--- src/rtl/fmul_share_ctrl_pkg.sv ---
// Shared types and helpers for the float64_mul sharing controller.
// States are one-hot so each state decodes from a single flop.
package fmul_share_pkg;

  localparam int DEFAULT_DATA_W = 64;

  typedef enum logic [4:0] {
    IDLE  = 5'b00001,
    ISSUE = 5'b00010,
    WAIT  = 5'b00100,
    RESP  = 5'b01000,
    FLUSH = 5'b10000
  } state_t;

  // Index width for n requesters; never narrower than one bit.
  function automatic int idxWidth(input int n);
    return (n <= 2) ? 1 : $clog2(n);
  endfunction

endpackage

--- src/rtl/fmul_share_ctrl_rr_pick.sv ---
// Combinational round-robin picker: first set request bit at or after the
// pointer, wrapping past the top requester back to requester 0.
module rr_pick
  import fmul_share_pkg::*;
#(
  parameter int NUM_REQ = 4,
  parameter int IDX_W   = idxWidth(NUM_REQ)
) (
  input  logic [NUM_REQ-1:0] i_req,
  input  logic [IDX_W-1:0]   i_ptr,
  output logic [NUM_REQ-1:0] o_grant,
  output logic [IDX_W-1:0]   o_idx,
  output logic               o_any
);

  localparam int SUM_W = IDX_W + 1;

  logic [SUM_W-1:0] w_sum;
  logic [IDX_W-1:0] w_pos;

  // One extra sum bit lets ptr+offset exceed NUM_REQ before the wrap subtract.
  always_comb begin
    o_grant = '0;
    o_idx   = '0;
    o_any   = 1'b0;
    w_sum   = '0;
    w_pos   = '0;
    for (int i = 0; i < NUM_REQ; i++) begin
      w_sum = {1'b0, i_ptr} + SUM_W'(i);
      if (w_sum >= SUM_W'(NUM_REQ)) begin
        w_sum = w_sum - SUM_W'(NUM_REQ);
      end
      w_pos = w_sum[IDX_W-1:0];
      if (!o_any && i_req[w_pos]) begin
        o_any          = 1'b1;
        o_grant[w_pos] = 1'b1;
        o_idx          = w_pos;
      end
    end
  end

endmodule

--- src/rtl/fmul_share_ctrl.sv ---
// Round-robin scheduler sharing one float64_mul core between NUM_REQ
// requesters; each product returns to its owner as a one-cycle pulse.
module fmul_share_ctrl
  import fmul_share_pkg::*;
#(
  parameter int NUM_REQ     = 4,
  parameter int DATA_W      = DEFAULT_DATA_W,
  parameter int TIMEOUT_CYC = 256
) (
  input  logic                      ap_clk,
  input  logic                      ap_rst_n,
  input  logic [NUM_REQ-1:0]        req_valid,
  output logic [NUM_REQ-1:0]        req_ready,
  input  logic [NUM_REQ*DATA_W-1:0] req_a,
  input  logic [NUM_REQ*DATA_W-1:0] req_b,
  output logic [NUM_REQ-1:0]        rsp_valid,
  output logic [DATA_W-1:0]         rsp_data,
  output logic                      rsp_err,
  output logic                      core_ap_start,
  input  logic                      core_ap_ready,
  input  logic                      core_ap_done,
  input  logic                      core_ap_idle,
  output logic [DATA_W-1:0]         core_a,
  output logic [DATA_W-1:0]         core_b,
  input  logic [DATA_W-1:0]         core_ap_return,
  output logic                      busy
);

  localparam int IDX_W = idxWidth(NUM_REQ);
  localparam int CNT_W = $clog2(TIMEOUT_CYC);
  localparam logic [CNT_W-1:0] CNT_LAST = CNT_W'(TIMEOUT_CYC - 1);
  localparam logic [IDX_W-1:0] IDX_LAST = IDX_W'(NUM_REQ - 1);

  state_t             r_state;
  state_t             w_next;
  logic [IDX_W-1:0]   r_rr_ptr;
  logic [IDX_W-1:0]   r_grant;
  logic [CNT_W-1:0]   r_count;
  logic               r_timed_out;
  logic               r_start;
  logic [DATA_W-1:0]  r_core_a;
  logic [DATA_W-1:0]  r_core_b;
  logic [DATA_W-1:0]  r_rsp_data;
  logic               r_rsp_err;

  logic [NUM_REQ-1:0] w_grant_oh;
  logic [IDX_W-1:0]   w_idx;
  logic               w_any;
  logic               w_timeout_hit;
  logic               w_flush_done;
  logic [DATA_W-1:0]  w_a_arr [NUM_REQ];
  logic [DATA_W-1:0]  w_b_arr [NUM_REQ];

  for (genvar gi = 0; gi < NUM_REQ; gi++) begin : g_unpack
    assign w_a_arr[gi] = req_a[gi*DATA_W +: DATA_W];
    assign w_b_arr[gi] = req_b[gi*DATA_W +: DATA_W];
  end

  rr_pick #(
    .NUM_REQ(NUM_REQ),
    .IDX_W  (IDX_W)
  ) u_pick (
    .i_req  (req_valid),
    .i_ptr  (r_rr_ptr),
    .o_grant(w_grant_oh),
    .o_idx  (w_idx),
    .o_any  (w_any)
  );

  assign w_timeout_hit = (r_count == CNT_LAST);
  assign w_flush_done  = core_ap_idle | core_ap_done;

  always_comb begin
    w_next = r_state;
    case (r_state)
      IDLE:  if (w_any) w_next = ISSUE;
      ISSUE: if (core_ap_ready) w_next = core_ap_done ? RESP : WAIT;
      WAIT:  if (core_ap_done || w_timeout_hit) w_next = RESP;
      RESP:  w_next = r_timed_out ? FLUSH : IDLE;
      FLUSH: if (w_flush_done) w_next = IDLE;
      default: w_next = IDLE;
    endcase
  end

  // Start is a flop that mirrors "next state is ISSUE", so it can only be high in ISSUE.
  always_ff @(posedge ap_clk) begin
    if (!ap_rst_n) begin
      r_state     <= IDLE;
      r_rr_ptr    <= '0;
      r_grant     <= '0;
      r_count     <= '0;
      r_timed_out <= 1'b0;
      r_start     <= 1'b0;
      r_core_a    <= '0;
      r_core_b    <= '0;
      r_rsp_data  <= '0;
      r_rsp_err   <= 1'b0;
    end else begin
      r_state <= w_next;
      r_start <= (w_next == ISSUE);
      case (r_state)
        IDLE: begin
          if (w_any) begin
            r_core_a <= w_a_arr[w_idx];
            r_core_b <= w_b_arr[w_idx];
            r_grant  <= w_idx;
            r_count  <= '0;
          end
        end
        ISSUE: begin
          if (core_ap_ready && core_ap_done) begin
            r_rsp_data <= core_ap_return;
            r_rsp_err  <= 1'b0;
          end
        end
        WAIT: begin
          // A done arriving on the limit cycle still counts as success.
          if (core_ap_done) begin
            r_rsp_data <= core_ap_return;
            r_rsp_err  <= 1'b0;
          end else if (w_timeout_hit) begin
            r_rsp_data  <= '0;
            r_rsp_err   <= 1'b1;
            r_timed_out <= 1'b1;
          end else begin
            r_count <= r_count + 1'b1;
          end
        end
        RESP: begin
          r_rr_ptr <= (r_grant == IDX_LAST) ? '0 : r_grant + 1'b1;
        end
        FLUSH: begin
          if (w_flush_done) r_timed_out <= 1'b0;
        end
        default: ;
      endcase
    end
  end

  assign req_ready     = (r_state == IDLE) ? w_grant_oh : '0;
  assign rsp_valid     = (r_state == RESP) ? (NUM_REQ'(1) << r_grant) : '0;
  assign rsp_data      = r_rsp_data;
  assign rsp_err       = r_rsp_err;
  assign core_ap_start = r_start;
  assign core_a        = r_core_a;
  assign core_b        = r_core_b;
  assign busy          = (r_state != IDLE);

endmodule

--- config.mk ---
export PLATFORM = sky130hd
export DESIGN_NAME = fmul_share_ctrl
export DESIGN_NICKNAME = d
export VERILOG_FILES = /design/src/rtl/fmul_share_ctrl_pkg.sv /design/src/rtl/fmul_share_ctrl_rr_pick.sv /design/src/rtl/fmul_share_ctrl.sv
export SDC_FILE = /design/constraint.sdc
export NUM_CORES = 1
export LEC_CHECK = 0
export ABC_CLOCK_PERIOD_IN_PS = 3700
export CORE_AREA = 5 5 305 307
export CTS_CLUSTER_DIAMETER = 40
export DETAILED_ROUTE_END_ITERATION = 6
export DIE_AREA = 0 0 310 312
export SLEW_MARGIN = 30
export SYNTH_ARGS = -nofsm -noshare
export SYNTH_HDL_FRONTEND = slang
export SYNTH_HIERARCHICAL = 1
export SYNTH_SLANG_ARGS = --single-unit
--- constraint.sdc ---
create_clock -name ap_clk -period 3.7 [get_ports ap_clk]
set_input_delay 0.37 -clock ap_clk [delete_from_list [all_inputs] [get_ports ap_clk]]
set_output_delay 0.37 -clock ap_clk [all_outputs]
set_load 0.01 [all_outputs]
==> metrics, run 1 <==
outcome finished, final reports clean; endpoint of the worst-slack reg-to-reg timing path core_a[54]; final number of max-transition violations 0; Max Buffers Root-to-Sink 3; pre-CTS WS 0.1357 ns; clock slew at reported path FFs 0.05 ns; vias in the first global route 12,490; crit path setup slack, layout 0.2514 ns; DIE AREA 96,720 µm²; max cap viols 0; number of ports placed on the die boundary 788; Worst Max-Slew Pin Slew 0.8224 ns; maximum frequency from static timing analysis 0.2900 GHz; worst path arrival time 3.08 ns; Combinational Power Share 32.8%; Synth-to-Final Area Change 104.3%; root buf cell sky130_fd_sc_hd__clkbuf_16; class of the most critical hold timing path input pin to flip-flop; leakage component of the power 0.008006 µW; Main synth FF type sky130_fd_sc_hd__dfxtp_1; horizontal extent of the die 310 µm; register area share after synthesis 38.60%; Setup-failing EPs final 0; gate count after technology mapping 1,052; CTS Buf Count 58; setup slack on the worst flop-to-flop path 0.45 ns; fraction of final layout cells sized beyond drive strength 1 15.15%; TritonCTS clock tree built; average cell area after synthesis 10.45 µm²; Hold Path Stages 2; Worst Setup End Kind output pin; count of buffers from port buffering 787; total half-perimeter wirelength after legalization and detailed placement 54,580 µm; hold buffer count at cts 0; Async S/R FF share, synth 0%; Clock power frac 42.9%; CTS H-Tree Depth 2; via count 12,230; total routing usage reported by global routing 12.92%; number of antenna violations at the first check in global routing 27; number of detailed-route iterations in the first pass 4; Buf/Inv on CP 3; worst reg2reg path startpoint r_rr_ptr[0]; data required time at the worst endpoint 3.33 ns; wire length of the first global-routing pass 90,690 µm; cell area after synthesis 10,990 µm²; maximum single-stage delay on the critical path 0.37 ns; Chip Height 312 µm; unrepaired setup endpoints after global routing false; slowest library cell on the worst path sky130_fd_sc_hd__dfxtp_2; Sw Share 32.05%; DRC violation count after routing 0; remaining global-route overflow 0; fraction of power consumed by sequential logic 24.3%; maximum vdd ir drop 0.5301 mV; net switching power figure 3989 µW; list of cells traversed by the critical path inv_1, ha_1, mux4_2, buf_4, nor4b_4, a22oi_1, o21ai_0, and3_1, dlygate4sd2_1; max_slew headroom 45.18%; routability cong. 0.8892; Final Cycle Share 93.21%; dominant delay contributor by cell family on the critical path buffers and inverters; CP max FO 5; end point of the worst hold path rsp_data[59]; depth of the worst register-to-register path 11; post-synth cell types 53; clock network latency to the later pin of the worst-skew pair 0.61 ns; vias per cell 3.964; number of rows in the core area 110; Final Hold Viols 0; Post-synth EDFFs 0; routed length per instance 21.69 µm; largest net degree at the start of global routing 76; final routed wirelength across all metal layers 66,900 µm; Worst Setup Start Kind flip-flop; DRC marker count from the first detailed-route iteration 814; logic depth of the worst setup path including buffers 9; crit path time final 3.449 ns; Antenna Nets Post-Route 0; Num Clock Sinks 212; power per cell area 554.0 nW/µm²; startpoint of the most critical hold path core_ap_return[59]; post-synthesis net count 1,647; post-route clock skew 0.02107 ns; total negative setup slack 0 ns; Setup Crit Path Kind flip-flop to output pin; Cell Int Power 8457 µW; Synth Register Bits 212; starting utilization of the core area 12.25%; layout net count 2,444; Ys Warns 6; area of the core region 89,740 µm²
## synth_stat cells, drive strengths merged, types with 3 or more instances
cell | count | area (µm²)
buf | 43 | 262.8
clkbuf | 50 | 187.7
dfxtp | 212 | 4244
nor2b | 5 | 31.28
nor2 | 15 | 56.30
and3 | 10 | 62.56
a211oi | 6 | 45.04
o21ai | 11 | 55.05
nand3 | 5 | 25.02
a22oi | 9 | 67.56
o211ai | 3 | 22.52
a21oi | 133 | 676.9
o21a | 4 | 30.03
mux4 | 132 | 2980
nand2b | 10 | 62.56
mux2i | 8 | 80.08
nand2 | 270 | 1013
inv | 10 | 37.53
ha | 10 | 125.1
a22o | 64 | 560.5
nor3 | 5 | 30.03
a31oi | 3 | 18.77
and2 | 5 | 31.28
## placed cells by master, fill, tap and decap left out, types with 5 or more instances in the layout
cell,instances
sky130_fd_sc_hd__a22oi_1,9
sky130_fd_sc_hd__nor2_1,15
sky130_fd_sc_hd__nand2b_1,10
sky130_fd_sc_hd__nand2_1,270
sky130_fd_sc_hd__o21ai_0,11
sky130_fd_sc_hd__and3_1,8
sky130_fd_sc_hd__buf_12,8
sky130_fd_sc_hd__clkbuf_1,7
sky130_fd_sc_hd__diode_2,15
sky130_fd_sc_hd__inv_1,9
sky130_fd_sc_hd__clkinvlp_4,5
sky130_fd_sc_hd__clkdlybuf4s50_1,783
sky130_fd_sc_hd__clkbuf_16,58
sky130_fd_sc_hd__mux2i_1,8
sky130_fd_sc_hd__bufinv_16,10
sky130_fd_sc_hd__clkbuf_8,9
sky130_fd_sc_hd__a211oi_1,6
sky130_fd_sc_hd__dfxtp_1,211
sky130_fd_sc_hd__a21oi_1,132
sky130_fd_sc_hd__and2_1,5
sky130_fd_sc_hd__a22o_1,64
sky130_fd_sc_hd__nor2b_1,5
sky130_fd_sc_hd__clkinv_2,12
sky130_fd_sc_hd__buf_4,35
sky130_fd_sc_hd__ha_1,10
sky130_fd_sc_hd__mux4_2,130
## flip-flops by register name (all words and copies together), names as in the netlist
name and cells:
core_b 64, r_count 8, core_a 64, rsp_data 64, r_timed_out 1, rsp_err 1
r_grant 2, r_rr_ptr 2, r_state 5, core_ap_start 1
## layout make-up
cell class / instances / area [µm²]
antenna: 15 / 37.54
clock buffer: 74 / 1602
clock inverter: 31 / 465.4
fill: 9540 / 67270
inverter: 10 / 42.54
multi-input combinational: 737 / 6306
sequential: 212 / 4245
tap: 1176 / 1471
timing repair buffer: 830 / 8295
## cells by family after synthesis
| group | after synthesis | share of synthesized area, % |
|---|---|---|
| simple gates | 338 | 13.09 |
| compound gates | 247 | 14.71 |
| flops | 212 | 38.60 |
| mux | 141 | 27.94 |
| buf+inv | 103 | 4.438 |
| fa+ha+maj | 10 | 1.138 |
| xor+xnor | 1 | 0.07968 |
## stage by stage
step | instances | total power, µW | hold WS (ns) | util (%) | area [µm²]
floorplan | 1052 | 4780 | 0.4516 | - | 10990
global placement | 2964 | 7184 | 0.4416 | 22.69 | 20360
detailed placement | 2964 | 7176 | 0.4458 | 22.69 | 20360
CTS | 3069 | 12630 | 0.2932 | 24.98 | 22420
global route | 3081 | 13050 | 0.3131 | 25.02 | 22460
finish | 3085 | 12450 | 0.3524 | 25.03 | 22470
## worst max path at each step
stage | endpoint | startpoint
floorplan | core_a[47] | r_rr_ptr[0]
global placement | core_a[57] | req_valid[0]
detailed placement | core_a[54] | req_valid[0]
CTS | req_ready[3] | r_rr_ptr[0]
global route | req_ready[3] | r_rr_ptr[0]
finish | req_ready[3] | r_rr_ptr[0]
## power by group through the flow
| stage | Combinational [µW] | Sequential (µW) | Clock (µW) |
|---|---|---|---|
| 2_1_floorplan | 1610 | 3170 | 0 |
| 3_3_place_gp | 4130 | 3050 | 0 |
| 4_1_cts | 4130 | 3030 | 5470 |
| 3_5_place_dp | 4120 | 3060 | 0 |
| 6_report | 4080 | 3030 | 5340 |
| 5_1_grt | 4380 | 3080 | 5590 |
## layer usage
layer  part of all wire [%]  GRT usage (%)  wire [µm]
met1                     38          14.96      25200
met5                   0.33          1.011        218
met4                    2.7          4.296       1835
met2                     46          20.88      31020
met3                     13          6.217       8633
## timing repair
action,in CTS,in global routing
endpoints found under the setup margin,4,4
resized for setup,4,1
pin swaps,0,1
buffers inserted,0,1
Note: power is estimated with default switching activity, not from simulation.
==> run 2, diff against run 1 <==
- CORE_AREA: 5 5 305 307 -> 2 2 311 313
- DIE_AREA: 0 0 310 312 -> 0 0 313 315
==> run 2 against run 1 <==
Net effect: register-to-register slack worse by 0.20 ns; first-iteration DRC count decreased by 13%; via count is 0.54% lower; sequential power hardly changed; sequential share of layout area down 0.067 points; critical path type unchanged; largest cell class unchanged; highest routed layer unchanged.
==> metrics, run 2 (same netlist as run 1, synthesis figures left out) <==
maximum vdd ir drop 0.4000 mV (-25%); horizontal extent of the die 313 µm (+0.97%); Max Buffers Root-to-Sink 3 (unchanged); max cap viols 0 (unchanged); commonest non-fill, non-tap cell in the layout sky130_fd_sc_hd__clkdlybuf4s50_1; vias per cell 3.828 (-3.5%); Setup Crit Path Kind flip-flop to output pin; root buf cell sky130_fd_sc_hd__clkbuf_16; total routing usage reported by global routing 12.16% (-0.76 points); end point of the worst hold path rsp_data[22]; outcome finished, final reports clean; number of detailed-route iterations in the first pass 5 (+1); layout net count 2,449 (+0.20%); post-route clock skew 0.01578 ns (-0.005289 ns); DRC violation count after routing 0 (unchanged); DIE AREA 98,600 µm² (+1.9%); Clock power frac 41.3% (-1.6 points); leakage component of the power 0.007983 µW (-0.29%); total area of sequential cells 4244 µm² (about the same); fraction of power consumed by sequential logic 24.7% (+0.4 points); crit path time final 3.503 ns (+0.05445 ns); pre-CTS WS 0.08018 ns (-0.05550 ns); setup slack on the worst flop-to-flop path 0.25 ns (-0.20 ns); Cell Int Power 8311 µW (-1.7%); Worst Max-Slew Pin Slew 0.8727 ns (+0.05033 ns); final number of max-transition violations 0 (unchanged); number of antenna violations at the first check in global routing 30 (+11%); depth of the worst register-to-register path 11 (unchanged); startpoint of the most critical hold path core_ap_return[22]; placed instance area 20,590 µm² (+1.2%); Num Clock Sinks 212 (unchanged); maximum frequency from static timing analysis 0.2855 GHz (-1.6%); Setup-failing EPs final 0 (unchanged); CTS Buf Count 52 (-10%); fraction of final layout cells sized beyond drive strength 1 15.08% (-0.077 points); Synth-to-Final Area Change 105.0%; starting utilization of the core area 11.49% (-0.76 points); Worst Setup Start Kind flip-flop; Final Cycle Share 94.68% (+1.5 points); number of rows in the core area 114 (+3.6%); TritonCTS clock tree built; class of the most critical hold timing path input pin to flip-flop; clock network latency to the later pin of the worst-skew pair 0.61 ns (about the same); data required time at the worst endpoint 3.33 ns (about the same); CTS H-Tree Depth 2 (unchanged); largest net degree at the start of global routing 73 (-3.9%); net switching power figure 3885 µW (-2.6%); count of buffers from port buffering 787 (unchanged); area used by multi-input combinational logic 6306 µm² (unchanged); Hold Path Stages 2 (unchanged); vias in the first global route 12,220 (-2.1%); worst path arrival time 3.13 ns (+0.05 ns); routability cong. 0.8685 (-2.3%); commonest cells after routing, fill and taps aside sky130_fd_sc_hd__clkdlybuf4s50_1 (783), sky130_fd_sc_hd__nand2_1 (270), sky130_fd_sc_hd__dfxtp_1 (212); number of fillers in the final layout 10,280 (+7.8%); endpoint of the worst-slack reg-to-reg timing path core_b[23]; Antenna Nets Post-Route 0 (unchanged); max_slew headroom 41.82% (-3.4 points); DRC marker count from the first detailed-route iteration 706 (-13%); worst reg2reg path startpoint r_rr_ptr[0]; Chip Height 315 µm (+0.96%); total half-perimeter wirelength after legalization and detailed placement 51,010 µm (-6.5%); Combinational Power Share 34.0% (+1.2 points); Worst Setup End Kind output pin; total non-filler cell area in the finished layout 22,540 µm² (+0.33%); final routed wirelength across all metal layers 63,220 µm (-5.5%); Sw Share 31.85% (-0.20 points); crit path setup slack, layout 0.1969 ns (-0.05445 ns); Final Hold Viols 0 (unchanged); number of ports placed on the die boundary 788 (unchanged); CP max FO 4 (-1); unrepaired setup endpoints after global routing false; clock slew at reported path FFs 0.05 ns (about the same); via count 12,160 (-0.54%); area of the core region 95,710 µm² (+6.7%); hold buffer count at cts 0 (unchanged); wire length of the first global-routing pass 86,580 µm (-4.5%); routed length per instance 19.89 µm (-8.3%); total negative setup slack 0 ns (unchanged); remaining global-route overflow 0 (unchanged); power per cell area 541.1 nW/µm² (-2.3%)
[run 2: cell count changes in the layout (fill, tap and decap cells not counted), moves of 2 or more]
cell and change:
sky130_fd_sc_hd__diode_2 -10, sky130_fd_sc_hd__buf_4 +7, sky130_fd_sc_hd__clkinv_2 -7, sky130_fd_sc_hd__clkbuf_16 -6, sky130_fd_sc_hd__buf_12 +4, sky130_fd_sc_hd__clkbuf_1 +3
sky130_fd_sc_hd__clkbuf_8 -2, sky130_fd_sc_hd__inv_6 +2
[run 2: final cells by class]
| cell class | count | area share [%] |
|---|---|---|
| Inverter | 10 | 0.1887 |
| Clock inverter | 28 | 2.098 |
| Tap cell | 1276 | 7.083 |
| Multi-Input combinational cell | 737 | 27.98 |
| Sequential cell | 212 | 18.83 |
| Timing Repair Buffer | 841 | 37.40 |
| Clock buffer | 69 | 6.367 |
| Antenna cell | 5 | 0.05551 |
[run 2: worst max-delay path by stage]
stage / startpoint / end / slack, ns / cells past startpoint
floorplan: r_rr_ptr[0] / core_a[47] / 0.34 / 13
detailed placement: req_valid[3] / core_b[23] / 0.08 / 8
CTS: r_rr_ptr[1] / req_ready[2] / 0.11 / 10
global placement: req_valid[2] / core_b[23] / 0.23 / 8
finish: r_rr_ptr[1] / req_ready[1] / 0.20 / 10
global route: r_rr_ptr[1] / req_ready[2] / 0.02 / 10
[run 2: what timing repair did]
action | 4_1_cts | 5_1_grt
endpoints found under the hold margin | 0 | 0
endpoints found under the setup margin | 4 | 1
pin swaps | 1 | 0
gates resized for setup | 4 | 1
buffers inserted | 4 | 0
[run 2: metrics by stage]
stage	utilization, %	power (µW)	hold slack, ns	cells
5_1_grt	23.54	12790	0.3258	3175
3_3_place_gp	21.52	7189	0.4409	3072
4_1_cts	23.54	12380	0.2993	3173
2_1_floorplan	-	4780	0.4516	1052
6_report	23.55	12200	0.3670	3178
3_5_place_dp	21.52	7201	0.4456	3072
[run 2: layer usage]
layer	up-vias	track usage (%)	part of all wire (%)
li1	5535	-	-
met1	5817	14.46	40
met2	655	19.18	46
met3	123	5.519	11
met4	34	4.535	3.1
met5	-	0	0.33
[run 2: critical path: stages, from the launching register on]
cell and delay, ns:
sky130_fd_sc_hd__dfxtp_1 0.33, sky130_fd_sc_hd__inv_1 0.10, sky130_fd_sc_hd__ha_1 0.37, sky130_fd_sc_hd__mux4_2 0.39, sky130_fd_sc_hd__nor4b_4 0.32, sky130_fd_sc_hd__buf_4 0.18, sky130_fd_sc_hd__a22oi_1 0.06, sky130_fd_sc_hd__o21ai_0 0.14
sky130_fd_sc_hd__buf_4 0.18, sky130_fd_sc_hd__and3_1 0.15, sky130_fd_sc_hd__dlygate4sd2_1 0.33
[run 2: power by group through the flow]
stage	Combinational, µW	Clock (µW)	Sequential, µW
final	4140	5040	3010
after global routing	4460	5280	3050
after CTS	4180	5190	3010
after detailed placement	4160	0	3040
after global placement	4160	0	3030
after floorplan	1610	0	3170
==> edit, RTL diff (config.mk and constraints of run 2) <==
Change the package constant `DEFAULT_DATA_W` from 64 to 128.
--- a/src/rtl/fmul_share_ctrl_pkg.sv
+++ b/src/rtl/fmul_share_ctrl_pkg.sv
@@ -3,5 +3,5 @@
 package fmul_share_pkg;
 
-  localparam int DEFAULT_DATA_W = 64;
+  localparam int DEFAULT_DATA_W = 128;
 
   typedef enum logic [4:0] {
Interface: changed (6 resized); port bits go from 788 to 1556. The function was not compared with the original's and may differ.
==> edit against run 2 <==
The run now fails in I/O pin placement; synthesized area increased by 85%; synthesized cell count increased by 81%.
==> edit: results <==
[run_status]
status = "did not finish"
haltStage = "I/O pin placement"
tool.error = "[ERROR PPL-0024] Number of IO pins (1556) exceeds maximum number of available positions (1132). Increase the die perimeter from 1256.00um to 2116.16um."

[yosys]
synth_fp_nets = 3080
yosysWarnings = 6
synth_xor_area_frac = 0.000432
synth-compound-area-share = 0.138
yosysUniqueCellTypes = 52
ys_ff_latch = 404
synth_commonest_cells = "nand2_1, dfxtp_1, a21oi_1"
syn_inst = 1909
async_flop_share = 0
synth_mux_area_frac = 0.293
synthTopCellsByArea = "dfxtp_1, mux4_2, nand2_1"
synthAdderAreaFrac = 0.00617
synth_seq_area_share = 0.399

[floorplan]
rows = 114
## edit: changes by cell type after synthesis, sizes merged
cell / run 2 / this run
nand2: 270 / 526
a21oi: 133 / 261
a22o: 64 / 128
buf: 43 / 82
dfxtp: 212 / 404
mux4: 132 / 260
clkbuf: 50 / 100
## edit: cell families after synthesis
logic type | after synthesis
simple gates | 594
fa+ha+maj | 10
mux | 269
xor+xnor | 1
buf+inv | 192
flops | 404
compound gates | 439
